$ cat src/rtl/sw_pkg.sv
// Shared switch definitions: flit type encodings, arbiter FSM states and the
// `ASSERT/`NEGATE control-level macros.
`ifndef SW_PKG_MACROS
`define SW_PKG_MACROS
`define ASSERT 1'b1
`define NEGATE 1'b0
`endif

package sw_pkg;

    localparam int NUM_PORTS = 4;

    // Flit type lives in the two MSBs of every flit.
    typedef enum logic [1:0] {
        FT_BODY   = 2'b00,
        FT_TAIL   = 2'b01,
        FT_HEAD   = 2'b10,
        FT_SINGLE = 2'b11
    } flit_type_e;

    typedef enum logic {
        ST_IDLE   = 1'b0,
        ST_LOCKED = 1'b1
    } arb_state_e;

    function automatic logic is_pkt_start(input logic [1:0] ftype);
        return (ftype == FT_HEAD) || (ftype == FT_SINGLE);
    endfunction

    function automatic logic is_pkt_end(input logic [1:0] ftype);
        return (ftype == FT_TAIL) || (ftype == FT_SINGLE);
    endfunction

endpackage

$ cat src/rtl/rr_pick.sv
// Combinational 4-way round-robin picker: searches upward from ptr (mod 4)
// and returns a one-hot grant plus an any-request flag.
module rr_pick
    import sw_pkg::*;
(
    input  logic [NUM_PORTS-1:0] req,
    input  logic [1:0]           ptr,
    output logic [NUM_PORTS-1:0] gnt,
    output logic                 any
);

    logic [1:0] idx;
    logic       found;

    always_comb begin
        gnt   = '0;
        found = 1'b0;
        idx   = ptr;
        for (int k = 0; k < NUM_PORTS; k++) begin
            idx = ptr + 2'(k);
            if (!found && req[idx]) begin
                gnt[idx] = `ASSERT;
                found    = 1'b1;
            end
        end
    end

    assign any = |req;

endmodule

$ cat src/rtl/pkt_rr_arb.sv
// 4-port packet round-robin arbiter: a grant is held from HEAD to TAIL.
// Optional idle-grant release is enabled by defining ARB_TIMEOUT_EN.
module pkt_rr_arb
    import sw_pkg::*;
#(
    parameter int FLIT_W  = 10,
    parameter int TIMEOUT = 64
) (
    input  logic              clk,
    input  logic              rst,
    input  logic [3:0]        in_valid,
    input  logic [FLIT_W-1:0] in_flit0,
    input  logic [FLIT_W-1:0] in_flit1,
    input  logic [FLIT_W-1:0] in_flit2,
    input  logic [FLIT_W-1:0] in_flit3,
    output logic [3:0]        in_ready,
    output logic              out_valid,
    output logic [FLIT_W-1:0] out_flit,
    input  logic              out_ready,
    output logic [3:0]        grant,
    output logic              timeout_pulse
);

    if (TIMEOUT < 1) begin : g_bad_timeout
        $error("pkt_rr_arb: TIMEOUT must be >= 1");
    end
    if (FLIT_W < 3) begin : g_bad_flit_w
        $error("pkt_rr_arb: FLIT_W must leave room for type and payload");
    end

    arb_state_e             state_q, state_d;
    logic [1:0]             ptr_q, ptr_d;
    logic [NUM_PORTS-1:0]   grant_q, grant_d;
    logic                   tpulse_q, tpulse_d;

    logic [NUM_PORTS-1:0][FLIT_W-1:0] flits;
    logic [NUM_PORTS-1:0]   start_req;
    logic [NUM_PORTS-1:0]   pick_gnt;
    logic                   pick_any;
    logic [FLIT_W-1:0]      sel_flit;
    logic                   sel_valid;
    logic [1:0]             sel_idx;
    logic                   locked;
    logic                   xfer;
    logic                   tail_xfer;
    logic                   timeout_hit;

    assign flits[0] = in_flit0;
    assign flits[1] = in_flit1;
    assign flits[2] = in_flit2;
    assign flits[3] = in_flit3;

    // Only packet-opening flits compete; stray BODY/TAIL wait untouched.
    always_comb begin
        start_req = '0;
        for (int i = 0; i < NUM_PORTS; i++) begin
            start_req[i] = in_valid[i] & is_pkt_start(flits[i][FLIT_W-1 -: 2]);
        end
    end

    rr_pick u_rr_pick (
        .req (start_req),
        .ptr (ptr_q),
        .gnt (pick_gnt),
        .any (pick_any)
    );

    // One-hot AND-OR mux; grant_q is all-zero while idle.
    always_comb begin
        sel_flit  = '0;
        sel_valid = 1'b0;
        sel_idx   = 2'd0;
        for (int i = 0; i < NUM_PORTS; i++) begin
            if (grant_q[i]) begin
                sel_flit  = sel_flit | flits[i];
                sel_valid = sel_valid | in_valid[i];
                sel_idx   = 2'(i);
            end
        end
    end

    assign locked    = (state_q == ST_LOCKED);
    assign out_valid = locked & sel_valid;
    assign out_flit  = sel_flit;
    assign xfer      = out_valid & out_ready;
    assign tail_xfer = xfer & is_pkt_end(sel_flit[FLIT_W-1 -: 2]);
    assign grant     = grant_q;

    always_comb begin
        in_ready = '0;
        for (int i = 0; i < NUM_PORTS; i++) begin
            in_ready[i] = (locked && grant_q[i] && out_ready) ? `ASSERT : `NEGATE;
        end
    end

`ifdef ARB_TIMEOUT_EN
    localparam int CW = $clog2(TIMEOUT + 1);

    logic [CW-1:0] cnt_q, cnt_d;

    // Counts consecutive LOCKED cycles without a transfer.
    always_comb begin
        cnt_d       = '0;
        timeout_hit = `NEGATE;
        if (locked && !xfer) begin
            if (cnt_q == CW'(TIMEOUT - 1)) begin
                timeout_hit = `ASSERT;
            end else begin
                cnt_d = cnt_q + 1'b1;
            end
        end
    end

    always_ff @(posedge clk or negedge rst) begin
        if (!rst) begin
            cnt_q <= '0;
        end else begin
            cnt_q <= cnt_d;
        end
    end
`else
    assign timeout_hit = `NEGATE;
`endif

    always_comb begin
        state_d  = state_q;
        grant_d  = grant_q;
        ptr_d    = ptr_q;
        tpulse_d = `NEGATE;
        case (state_q)
            ST_IDLE: begin
                if (pick_any && |pick_gnt) begin
                    state_d = ST_LOCKED;
                    grant_d = pick_gnt;
                end
            end
            ST_LOCKED: begin
                if (tail_xfer || timeout_hit) begin
                    state_d  = ST_IDLE;
                    grant_d  = '0;
                    ptr_d    = sel_idx + 2'd1;
                    tpulse_d = timeout_hit;
                end
            end
            default: begin
                state_d = ST_IDLE;
                grant_d = '0;
            end
        endcase
    end

    always_ff @(posedge clk or negedge rst) begin
        if (!rst) begin
            state_q  <= ST_IDLE;
            ptr_q    <= 2'd0;
            grant_q  <= '0;
            tpulse_q <= `NEGATE;
        end else begin
            state_q  <= state_d;
            ptr_q    <= ptr_d;
            grant_q  <= grant_d;
            tpulse_q <= tpulse_d;
        end
    end

    assign timeout_pulse = tpulse_q;

endmodule

$ cat config.mk
export PLATFORM = sky130hd
export DESIGN_NAME = pkt_rr_arb
export DESIGN_NICKNAME = d
export VERILOG_FILES = /design/src/rtl/sw_pkg.sv /design/src/rtl/rr_pick.sv /design/src/rtl/pkt_rr_arb.sv
export SDC_FILE = /design/constraint.sdc
export NUM_CORES = 1
export LEC_CHECK = 0
export CAP_MARGIN = 20
export CORE_MARGIN = 8
export CORE_UTILIZATION = 32
export CTS_CLUSTER_SIZE = 12
export DETAILED_ROUTE_END_ITERATION = 12
export GPL_ROUTABILITY_DRIVEN = 0
export PLACE_DENSITY = 0.78
export SLEW_MARGIN = 30
export SYNTH_ARGS = -nofsm -noshare
export SYNTH_HDL_FRONTEND = slang
export SYNTH_HIERARCHICAL = 1
export SYNTH_SLANG_ARGS = --single-unit
export TNS_END_PERCENT = 50
$ cat constraint.sdc
create_clock -name clk -period 2.5 [get_ports clk]
set_input_delay 0.5 -clock clk [delete_from_list [all_inputs] [get_ports clk]]
set_output_delay 0.5 -clock clk [all_outputs]
set_load 0.02 [all_outputs]
==> results_dict.tcl <==
set metrics [dict create \
    drive_above_1_share 0.293 \
    clkPwrFrac 0.049 \
    layout_commonest_cell "clkdlybuf4s50_1" \
    stdcell_area_sq_um 1790 \
    syn_avg_cell_area_sq_um 8.98 \
    clock-root-buffer "clkbuf_4" \
    grt_pass1_wl_um 6180 \
    ys_ff_latch 7 \
    wl_per_cell_um 18.0 \
    ios 67 \
    fin_worst_skew_ps 2.72 \
    yosysTopAreaCell "dfrtp_1" \
    cts_sinks 7 \
    grt_overflow 0 \
    switchingPower_mw 0.951 \
    place_ws_ps -505 \
    setup_viol 0 \
    die_h_um 70.6 \
    fin_crit_sh 0.977 \
    initial_utilization 0.342 \
    status "complete, no violations" \
    core-area_sq_um 2780 \
    dieWidth_um 70.6 \
    grt_pass1_vias 1318 \
    track_usage 0.147 \
    yosysWarnings 6 \
    syn_to_final_growth_pct 87.5 \
    dieArea_sq_um 4980 \
    reg2reg_to "locked" \
    synth-seq-area-share 0.184 \
    post-route-min-period_ps 2440 \
    cp_max_fo 6 \
    synth_area_sq_um 952 \
    reg2reg_depth 7 \
    num-fill-cells 233 \
    synth.area.top_cells "dfrtp_1 18%, a22oi_1 17%, ha_1 7.9%" \
    dr.first_iter.drc_count 52 \
    power.internal_mw 1.12 \
    grt_max_degree 17 \
    min_path_type "input port to async pin" \
    final_cell_mix "57 x clkdlybuf4s50_1, 22 x a22oi_1, 18 x buf_4, 15 x nand2_1, 8 x clkbuf_2" \
    clkTransAtPathRegs_ps 50 \
    postCtsHoldBufs 0 \
    fmax_ghz 0.410 \
    endpoint_kind "register" \
    synth_nets 159 \
    r2r-start "ptr_q[0]" \
    syn-instance-count 106 \
    setup_tns_ps 0 \
    dpl-instance-area_sq_um 1690 \
    finalNetCount 242 \
    cts_max_level 1 \
    crit_path_start_kind "register" \
    critPathKind "register to register" \
    switching_share 0.459 \
    total_power_mw 2.07 \
    cts_made_buffers 3 \
    io_buffers 65 \
    via_per_inst 5.49 \
    slew_viol_final 0 \
    ant_nets 0 \
    p_comb_frac 0.814 \
    vias 1203 \
    drt-total-wl_um 3950 \
    drc_errors 0 \
    crit_end "locked" \
    finalHoldViolations 0 \
    worstPathRequired_ps 2640 \
    drv_cap 0 \
    clk_latency_ps 250 \
    synth.distinct_cells 28 \
    sequentialPowerShare 0.137 \
    synth_top_area_frac 0.184 \
    max-vdd-ir-drop_mv 0.855 \
    drt_pre_antenna_iters 4 \
    rrSetupSlack_ps 60 \
    rows 19 \
    power_density_nw_per_um2 1160 \
    hpwl_um 3100 \
    cts_tree "done" \
    clk_path_buf_depth 2 \
    antenna_found_initial 0 \
    setup_slack_ps 58.4 \
    cp_data_arrival_time_ps 2580 \
    diodes 0 \
    p_leak_nw 0.781 \
    timing.hold.ws_ps 504 \
    cp-startpoint "ptr_q[0]" \
]
[synthesized netlist by cell type, drive strengths merged]
master	n
mux2i	1
o21bai	1
and2	5
a21bo	1
a22oi	22
a21o	4
nor2	1
clkbuf	4
o41ai	1
buf	2
mux4	4
nor4b	1
conb	1
mux2	1
and3	4
or4	1
nand2	16
and2b	1
ha	6
a32o	4
nand4	1
dfrtp	7
a21oi	5
o211ai	4
inv	8
[routing by layer]
layer  routed length [um]  GRT usage  up-vias
met5                    0          0        -
met4                   42     0.0613        0
met3                  399     0.0697        4
met2                 2000      0.261       49
met1                 1510      0.145      576
li1                     -          -      574
[sequential cells by signal (all words and copies together), names as in the netlist]
| register | cells |
|---|---|
| grant | 4 |
| ptr_q | 2 |
| locked | 1 |
[power by group through the flow]
stage | Combinational (mW) | Clock [mW] | Sequential (mW)
global route | 1.80 | 0.112 | 0.297
CTS | 1.55 | 0.106 | 0.278
finish | 1.69 | 0.102 | 0.284
global placement | 1.41 | 0 | 0.291
detailed placement | 1.44 | 0 | 0.294
floorplan | 0.814 | 0 | 0.275
[metrics by stage]
stage	instances	utilization
3_3_place_gp	207	0.608
5_1_grt	219	0.642
2_1_floorplan	106	-
3_5_place_dp	207	0.608
6_report	219	0.642
4_1_cts	216	0.634
[area by class of cell]
| class | instances | area, sq um | share of cell area |
|---|---|---|---|
| inverter | 8 | 30.0 | 0.0168 |
| sequential | 7 | 179 | 0.100 |
| multi-input combinational | 85 | 754 | 0.423 |
| tap | 31 | 38.8 | 0.0217 |
| clock buffer | 4 | 26.3 | 0.0147 |
| timing repair buffer | 84 | 757 | 0.424 |
[how the worst min path moves through the flow]
stage / from / end / slack, ps / cells past startpoint
after floorplan: rst / grant[0] / 200 / 0
after global placement: locked / locked / 670 / 1
after detailed placement: ptr_q[1] / ptr_q[1] / 680 / 3
after CTS: rst / grant[1] / 500 / 1
after global routing: rst / locked / 510 / 1
final: rst / locked / 500 / 1
[critical path, stage by stage, from the launching register on]
cell and delay, ps:
dfrtp_2 360, buf_4 140, mux4_2 610, a21oi_2 180, a21o_2 110, o211ai_1 160
o41ai_4 490, a21bo_2 270
[kinds of logic (layout without fill, tap and decap cells)]
kind of cell / Yosys count / in the layout / share of synthesized area
AO/OA/AOI/OAI: 42 / 42 / 0.346
AND/OR/NAND/NOR: 30 / 30 / 0.192
buffers and inverters: 14 / 96 / 0.0670
flip-flops: 7 / 7 / 0.184
adder cells (fa/ha/maj): 6 / 6 / 0.0788
multiplexers: 6 / 6 / 0.129
other: 1 / 1 / 0.00394
[timing repair]
action / 4_1_cts / 5_1_grt
pin swaps: 9 / 13
setup buffers: 5 / 4
cloned: 0 / 0
resized for setup: 16 / 22
setup endpoints to repair: 5 / 7
Note: power is estimated with default switching activity, not from simulation.
